### src/rtl/mem_arb_pkg.sv
// Shared types and widths for the unified-memory port arbiter.
package mem_arb_pkg;

  typedef enum logic [1:0] {
    IDLE,
    BUSY_IF,
    BUSY_DM
  } arb_state_t;

  localparam int LAT_W    = 3;
  localparam int STARVE_W = 4;

endpackage

### src/rtl/arb_fixed_pri_starve.sv
// Fixed-priority pick (DM over IF) with a starvation counter that forces IF
// through after STARVE_MAX consecutive DM wins.
module arb_fixed_pri_starve
  import mem_arb_pkg::*;
#(
  parameter int STARVE_MAX = 4
) (
  input  logic                clk,
  input  logic                rst,
  input  logic                arb_en,
  input  logic                if_req,
  input  logic                dm_req,
  output logic                grant_if,
  output logic                grant_dm,
  output logic [STARVE_W-1:0] starve_cnt
);

  localparam logic [STARVE_W-1:0] SMAX = STARVE_W'(STARVE_MAX);

  always_comb begin
    grant_if = 1'b0;
    grant_dm = 1'b0;
    if (arb_en) begin
      if (if_req && (!dm_req || starve_cnt == SMAX)) begin
        grant_if = 1'b1;
      end else if (dm_req) begin
        grant_dm = 1'b1;
      end
    end
  end

  // Counts DM wins only while IF is actually waiting.
  always_ff @(posedge clk or posedge rst) begin
    if (rst) begin
      starve_cnt <= '0;
    end else if (!if_req || grant_if) begin
      starve_cnt <= '0;
    end else if (grant_dm && starve_cnt != SMAX) begin
      starve_cnt <= starve_cnt + 1'b1;
    end
  end

endmodule

### src/rtl/mem_port_arbiter.sv
// Shares one fixed-latency single-port memory between fetch (IF) and data (DM)
// requesters; one access outstanding, back-to-back issue on the completion cycle.
module mem_port_arbiter
  import mem_arb_pkg::*;
#(
  parameter int ADDR_W     = 32,
  parameter int DATA_W     = 32,
  parameter int MEM_LAT    = 2,
  parameter int STARVE_MAX = 4
) (
  input  logic              clk,
  input  logic              rst,
  input  logic              if_req,
  input  logic [ADDR_W-1:0] if_addr,
  output logic              if_ready,
  output logic [DATA_W-1:0] if_rdata,
  output logic              if_valid,
  input  logic              dm_req,
  input  logic              dm_we,
  input  logic [ADDR_W-1:0] dm_addr,
  input  logic [DATA_W-1:0] dm_wdata,
  output logic              dm_ready,
  output logic [DATA_W-1:0] dm_rdata,
  output logic              dm_valid,
  output logic              mem_en,
  output logic              mem_we,
  output logic [ADDR_W-1:0] mem_addr,
  output logic [DATA_W-1:0] mem_wdata,
  input  logic [DATA_W-1:0] mem_rdata,
  output logic              stall_fe,
  output logic              stall_mem
);

  arb_state_t       state, state_nx;
  logic [LAT_W-1:0] lat_cnt, lat_nx;
  logic             done, arb_en, grant_if, grant_dm, cur_we;
  logic [STARVE_W-1:0] starve_cnt;

  assign done   = (state != IDLE) && (lat_cnt == LAT_W'(1));
  assign arb_en = (state == IDLE) || done;

  arb_fixed_pri_starve #(.STARVE_MAX(STARVE_MAX)) u_arb (
    .clk       (clk),
    .rst       (rst),
    .arb_en    (arb_en),
    .if_req    (if_req),
    .dm_req    (dm_req),
    .grant_if  (grant_if),
    .grant_dm  (grant_dm),
    .starve_cnt(starve_cnt)
  );

  always_ff @(posedge clk or posedge rst) begin
    if (rst) begin
      state   <= IDLE;
      lat_cnt <= '0;
    end else begin
      state   <= state_nx;
      lat_cnt <= lat_nx;
    end
  end

  // A grant on the completion cycle overrides the return to IDLE.
  always_comb begin
    state_nx = state;
    lat_nx   = lat_cnt;
    if (state != IDLE) lat_nx = lat_cnt - 1'b1;
    if (done) state_nx = IDLE;
    if (grant_if) begin
      state_nx = BUSY_IF;
      lat_nx   = LAT_W'(MEM_LAT);
    end else if (grant_dm) begin
      state_nx = BUSY_DM;
      lat_nx   = LAT_W'(MEM_LAT);
    end
  end

  always_ff @(posedge clk or posedge rst) begin
    if (rst) begin
      if_ready  <= 1'b0;
      dm_ready  <= 1'b0;
      mem_en    <= 1'b0;
      mem_we    <= 1'b0;
      mem_addr  <= '0;
      mem_wdata <= '0;
      cur_we    <= 1'b0;
      if_valid  <= 1'b0;
      dm_valid  <= 1'b0;
      if_rdata  <= '0;
      dm_rdata  <= '0;
    end else begin
      if_ready <= grant_if;
      dm_ready <= grant_dm;
      mem_en   <= grant_if | grant_dm;
      mem_we   <= grant_dm & dm_we;
      if (grant_if) begin
        mem_addr <= if_addr;
      end else if (grant_dm) begin
        mem_addr  <= dm_addr;
        mem_wdata <= dm_wdata;
        cur_we    <= dm_we;
      end
      if_valid <= done && (state == BUSY_IF);
      dm_valid <= done && (state == BUSY_DM);
      if (done && state == BUSY_IF) if_rdata <= mem_rdata;
      if (done && state == BUSY_DM) dm_rdata <= cur_we ? '0 : mem_rdata;
    end
  end

  // Gated by rst so every output reads 0 while reset is held.
  assign stall_fe  = ~rst & if_req & ~if_valid;
  assign stall_mem = ~rst & dm_req & ~dm_valid;

endmodule

### config.mk
export PLATFORM = sky130hd
export DESIGN_NAME = mem_port_arbiter
export DESIGN_NICKNAME = d
export VERILOG_FILES = /design/src/rtl/mem_arb_pkg.sv /design/src/rtl/arb_fixed_pri_starve.sv /design/src/rtl/mem_port_arbiter.sv
export SDC_FILE = /design/constraint.sdc
export NUM_CORES = 1
export LEC_CHECK = 0
export CAP_MARGIN = 20
export CORE_MARGIN = 2
export CORE_UTILIZATION = 31
export DETAILED_ROUTE_END_ITERATION = 12
export SETUP_SLACK_MARGIN = 0.05
export SLEW_MARGIN = 10
export SYNTH_ARGS = -nofsm -noshare
export SYNTH_HDL_FRONTEND = slang
export SYNTH_SLANG_ARGS = --single-unit
### constraint.sdc
create_clock -name clk -period 7.6 [get_ports clk]
set_clock_uncertainty 0.1 [all_clocks]
set_input_delay 1.52 -clock clk [delete_from_list [all_inputs] [get_ports clk]]
set_output_delay 1.52 -clock clk [all_outputs]
set_load 0.1 [all_outputs]
; ---- Word-level counts from Yosys, hierarchy flattened
; Cells that the tools add are included.
[totals]
mem_bits_ro = 0
ram_bits = 0
out_inout_bits = 136
input_bits = 133
n_memories = 0
word_cells = 64
register_bits = 144
latch_bits = 0
[op_classes]
div_mod_pow = 0
n_reduce_logical = 17
addsub = 2
n_mul = 0
shifts = 0
bitwise_logic = 10
eq_ne = 5
n_mux = 16
n_lt_le_gt_ge = 0
[op_table]
columns = operator, n
row1 = $mux 32, 3
row2 = $mux 3, 3
row3 = $mux 4, 2
row4 = $mux 2, 3
row5 = $reduce_bool 2->1, 3
row6 = $reduce_bool 3->1, 2
row7 = $and 1x1->1, 5
row8 = $logic_and 1x1->1, 5
row9 = $mux 1, 5
row10 = $add 4x1->4 const B, 1
row11 = $eq 4x3->1 const B, 1
row12 = $ne 4x3->1 const B, 1
row13 = $not 1->1, 4
row14 = $eq 3x1->1 const B, 1
row15 = $logic_or 1x1->1, 3
row16 = $sub 3x1->3 const B, 1
row17 = $eq 2x1->1 const B, 1
row18 = $eq 2x2->1 const B, 1
row19 = $logic_not 1->1, 2
row20 = $logic_not 2->1, 1
row21 = $reduce_and 2->1, 1
row22 = $or 1x1->1, 1

; ---- Longest topological paths before layout
; Gate-level depths: netlist (run 1).
[depth]
ltp_word = 8
depth_mapped = 8
ltp_nobuf = 7

; ---- Modules after synthesis
; From an unflattened synthesis (run 1), not the netlist that was laid out.
[hier_totals]
hier_cells = 481
hier_area_um2 = 5948.2
[modules_own_cells]
columns = module, seq_area_each_um2, n_inst, area_each_um2, cells_each
row1 = mem_port_arbiter, 3503.4, 1, 5650.4, 451
row2 = arb_fixed_pri_starve, 100.1, 1, 297.8, 30

; ---- Worst setup path after synthesis (run 1)
; No wires, ideal clock.
[synth_timing]
kind = input to output
startpoint = in dm_req
endpoint = out stall_mem
n_path_buf = 1
t_arrival_ps = 3961
slack_ps = 2019
required_ps = 5980
stages = 2
cell_sequence = buf_2 -> nor3b_1
[synth_between]
elab_chain_cells = 2
[synth_lines]
columns = item, line
row1 = start: declaration, mem_port_arbiter.sv:18  ; input logic dm_req,
row2 = $and 1x1->1 (2 in a row), mem_port_arbiter.sv:112  ; assign stall_mem = ~rst & dm_req & ~dm_valid;
row3 = end: declaration, mem_port_arbiter.sv:31  ; output logic stall_mem
; No other way between the ends.

; ---- Worst setup path after layout (run 1)
; Same ends and word-level chain as after synthesis.

==> results of run 1 <==
[sequential cells by signal, summed over array words and instances, names as in the netlist]
register,cells
if_rdata,32
lat_cnt,3
mem_en,1
dm_ready,1
dm_valid,1
state,2
if_valid,1
if_ready,1
mem_we,1
dm_rdata,32
u_arb.starve_cnt,4
mem_addr,32
cur_we,1
mem_wdata,32
[cells by family after synthesis]
kind of cell,Yosys count,share of synthesized area [%]
flops,144,60.90
simple gates,129,12.41
compound gates,74,10.23
mux,65,12.37
buf+inv,34,2.939
fa+ha+maj,4,0.8459
xor+xnor,2,0.2961
[per-layer routing]
metal	part of all wire [%]	vias up
li1	-	2116
met5	0	-
met4	0.83	0
met1	42	2172
met2	46	207
met3	12	11
[placed cells by master (no fill, tap or decap), types with 4 or more instances in the layout]
master,n
clkinvlp_4,5
dfrtp_1,144
nor2_1,7
inv_6,5
clkbuf_16,17
nand2b_1,61
clkdlybuf4s50_1,268
nand2_1,38
inv_1,6
ha_1,4
o221a_2,32
mux2_2,65
o21ai_0,34
buf_4,4
[layout make-up]
cell class,instances,area (µm²),area share (%)
sequential,144,3603,38.37
clock inverter,15,175.2,1.865
timing repair buffer,272,2713,28.89
multi-input combinational,274,2146,22.85
inverter,8,35.03,0.3731
clock buffer,17,425.4,4.530
tap,234,292.8,3.118
[through the flow]
stage | hold WS, ps | instances | cell area, µm² | setup WS (ps)
final | 376.4 | 964 | 9390 | 2316
after global routing | 397.4 | 964 | 9390 | 2270
after CTS | 383.5 | 964 | 9390 | 2323
after detailed placement | 369.2 | 932 | 8790 | 2330
after global placement | 361.2 | 932 | 8790 | 2328
after floorplan | 355.9 | 452 | 5917 | 2019
[synth_stat cells, types with 2 or more instances]
library cell	number	share of area, %
mux2_2	65	12
o221a_2	32	6.1
nand2_1	38	2.4
nand3b_1	2	0.25
nor2_1	7	0.44
nand2b_1	61	6.4
nand3_1	2	0.17
ha_1	4	0.85
or2b_1	3	0.38
nor3b_1	2	0.25
a21oi_1	3	0.25
dfrtp_1	144	61
inv_1	7	0.44
buf_4	4	0.51
o21ai_0	34	2.9
clkbuf_1	11	0.70
nor2b_1	2	0.21
buf_2	7	0.59
buf_6	3	0.57
[worst max-delay path, stage by stage]
cell             delay [ps]
clkdlybuf4s50_1         740
nor3b_1                 240
clkdlybuf4s50_1        1160
[final timing paths]
kind | start | to | slack (ps) | cells past startpoint
max | dm_req | stall_mem | 2320 | 3
min | dm_rdata[3] | dm_rdata[3] | 380 | 2
max reg2reg | u_arb.starve_cnt[0] | mem_wdata[24] | 4870 | 7
min reg2reg | dm_rdata[3] | dm_rdata[3] | 380 | 2
max in group asynchronous | rst | mem_wdata[24] | 4560 | 3
min in group asynchronous | rst | if_valid | 1560 | 2
==> run metrics, run 1 <==
Reg clk slew, reported paths=~60 ps; DRC=0; via count=4506; Final Critical Period=5284 ps; floorplan row count=50; total CTS buffers=17; DR pass1 iterations=4; FF+latch count, synth=144; area grow syn2layout=58.70%; Final ANT Viol Nets=0; slew margin rel.=29.32%; critical path class=in -> out; Setup crit end kind=output port; Via density=4.674; hpwl dp=around 12 mm; Netlist Area Pre-Place=5917 µm²; Slew @ Worst Pin=1057 ps; CP Launch Type=input pin; Cells after Synth=452; Placer Congestion=0.8144; dominant synthesized flop cell=dfrtp_1; share of layout cells above drive strength 1=about a fifth; # port buffers=268; Filler cells=1665; area of the die=around 20000 µm²; final setup TNS=0 ps; Iter 0 DRT Violations=166; CTS root buf=clkbuf_16; Max Cap Viol=0; floorplan core area=18710 µm²; # diodes=0; CP max FO=10; first-pass GRT wire length=26.60 mm; initial antenna violation count=0; YS warnings=0; met2 Use GR=27.46%; largest net degree at the start of global routing=85; Post-layout nets=854; Synthesized Nets=589; Starting Density=between 30% and 40%; critical path arrival=3660 ps; Max Root-Sink Buffers=2; Clock Sinks=144; Async S/R FF share, synth=100.0%; GRT Residual Overflow=0; CP required=5980 ps; Hold Buf Count CTS=0; post-layout util=roughly 50%; final worst path period share=69.53%; Ports=roughly 270; met3 Usage GRT=8.042%; Post-synth EDFFs=0; Post-CTS Setup Bufs=0; FMAX=189.2 MHz; Top Usage Layer GRT=met2; global-route usage over all layers=17.06%; met1 Use GR=20.58%; status=complete, no violations; post-CTS resize count=0; Routed WL per cell=17.20 µm; Seq/Total Area, Yosys=60.90%; Die H=142.2 µm; Die W=142.2 µm; Hold Crit Class=reg -> reg; Final Max Slew Viols=0; worst-skew pair later-pin latency=between 400 and 500 ps; RSZ-0062 raised after global routing=no; number of setup violations in the final report=0; vias in the first global route=approximately 4800; Avg Inst Size Synth=13.09 µm²; CTS tree=done; final hold viol count=0; drt total wl=about 17 mm; Cell variety after synth=40; H-tree level count=4
Power of run 1 is not shown: default switching activity piles up to over one toggle a cycle in this logic, so the estimate is an artifact.
==> run 2, diff against run 1 <==
==> constraint.sdc (replaced) <==
create_clock -name clk -period 5 [get_ports clk]
set_clock_uncertainty 0.1 [all_clocks]
set_input_delay 1 -clock clk [delete_from_list [all_inputs] [get_ports clk]]
set_output_delay 1 -clock clk [all_outputs]
set_load 0.1 [all_outputs]
==> run 2 against run 1 <==
Compared with the run above: critical path depth stayed put; register-to-register slack got worse by 2600 ps; sequential share of layout area about the same; non-clock buffer count is 1 higher; sequential cell count is the same; hold slack got worse by 0.98 ps; first-iteration DRC count is 30% lower; core utilization about the same; die area unchanged; final area about the same; via count is 0.69% lower; largest cell class unchanged.
==> run metrics, run 2 (synthesis gave the netlist of run 1 again) <==
worst-skew pair later-pin latency=410 ps (about the same); Final ANT Viol Nets=0 (unchanged); Crit. Startpoint=dm_req; Via density=4.637 (-0.79%); Worst R2R End=mem_wdata[0]; Setup crit end kind=output port; commonest non-fill, non-tap cell in the layout=clkdlybuf4s50_1; Final Critical Period=between 3000 and 4000 ps; CP Launch Type=input pin; RSZ-0062 raised after global routing=no; final worst path period share=68.14%; vias in the first global route=4752 (-1.4%); total CTS buffers=17 (unchanged); Worst Min Path Start=dm_rdata[21]; Max Cap Viol=0 (unchanged); post-CTS resize count=0 (unchanged); Iter 0 DRT Violations=116 (-30%); Hold Crit Class=reg -> reg; largest net degree at the start of global routing=145 (+71%); Starting Density=31.63% (unchanged); critical path arrival=2310 ps (-1350 ps); # diodes=0 (unchanged); CP max FO=10 (unchanged); first-pass GRT wire length=25.96 mm (-2.4%); global-route usage over all layers=16.63% (-0.43 points); commonest cells after routing, fill and taps aside=clkdlybuf4s50_1 (266), dfrtp_1 (144), mux2_2 (65); Placer Congestion=0.8411 (+3.3%); DR pass1 iterations=4 (unchanged); DRC=0 (unchanged); slowest CP cell=clkdlybuf4s50_1; Post-layout nets=855 (+0.12%); critical path class=in -> out; CTS root buf=clkbuf_16; Die H=142.2 µm (unchanged); area grow syn2layout=58.72% (about the same); Reg clk slew, reported paths=60 ps (about the same); final setup TNS=0 ps (unchanged); post-layout util=50.21% (about the same); Post-CTS Setup Bufs=0 (unchanged); hpwl dp=11.80 mm (+1.5%); # port buffers=268 (unchanged); crit-path max cell delay=740 ps (-420 ps); final hold viol count=0 (unchanged); GRT Residual Overflow=0 (unchanged); share of layout cells above drive strength 1=19.84% (+0.25 points); CTS tree=done; Hold Buf Count CTS=0 (unchanged); internal reg-to-reg setup slack=2310 ps (-2560 ps); area of the die=20210 µm² (unchanged); Post-Place Cell Area=8796 µm² (about the same); initial antenna violation count=0 (unchanged); CP required=3900 ps (-2080 ps); final non-filler cell area=9392 µm² (about the same); drt total wl=16.70 mm (+0.70%); floorplan row count=50 (unchanged); crit-path cells=clkdlybuf4s50_1 > nor3b_1 > buf_4; Ports=269 (unchanged); Clock Sinks=144 (unchanged); Max Root-Sink Buffers=2 (unchanged); FMAX=293.5 MHz; Reg-to-Reg Start=u_arb.starve_cnt[0]; via count=4475 (-0.69%); Die W=142.2 µm (unchanged); Slew @ Worst Pin=1050 ps (-6.536 ps); hold depth=2 (unchanged); number of setup violations in the final report=0 (unchanged); floorplan core area=18710 µm² (unchanged); Routed WL per cell=17.30 µm (+0.60%); status=complete, no violations; cell count of the worst reg-to-reg path=7 (unchanged); H-tree level count=4 (unchanged); Hold EP=dm_rdata[21]; Final Max Slew Viols=0 (unchanged); slew margin rel.=29.75% (+0.44 points)
[run 2: critical path: cells and delay by family]
kind / cells / cell delay (ps)
buf+inv: 2 / 1060
simple gates: 1 / 240
[run 2: metal layers]
layer | GRT usage, % | vias up | share of wire (%)
li1 | - | 2112 | -
met1 | 19.23 | 2159 | 40
met2 | 27.84 | 186 | 49
met3 | 7.201 | 16 | 10
met4 | 5.316 | 2 | 1.6
met5 | 0 | - | 0.036
[run 2: metrics by stage]
stage | cells | hold WS, ps | setup WS [ps]
final | 965 | 375.4 | 1593
after global routing | 965 | 410.0 | 1557
after CTS | 964 | 382.5 | 1584
after detailed placement | 932 | 369.0 | 1340
after global placement | 932 | 360.6 | 1435
after floorplan | 452 | 355.9 | 459.3
[run 2: final cells by class]
class                   instances  area (µm²)
clock buffers                  19       442.9
clock inverters                13       137.6
fillers                      1663        9314
inverters                       8       33.78
multi-input cells             274        2146
flip-flops and latches        144        3603
well taps                     234       292.8
repair buffers                273        2735
[run 2: worst max path at each step]
stage                    endpoint  slack, ps  depth (start not counted)
CTS                     stall_mem       1580                          3
detailed placement   mem_wdata[0]       1340                          4
finish                  stall_mem       1590                          3
global placement    mem_wdata[18]       1440                          4
global route            stall_mem       1560                          3
floorplan               stall_mem        460                          2
Power of run 2 is left out for the same reason.
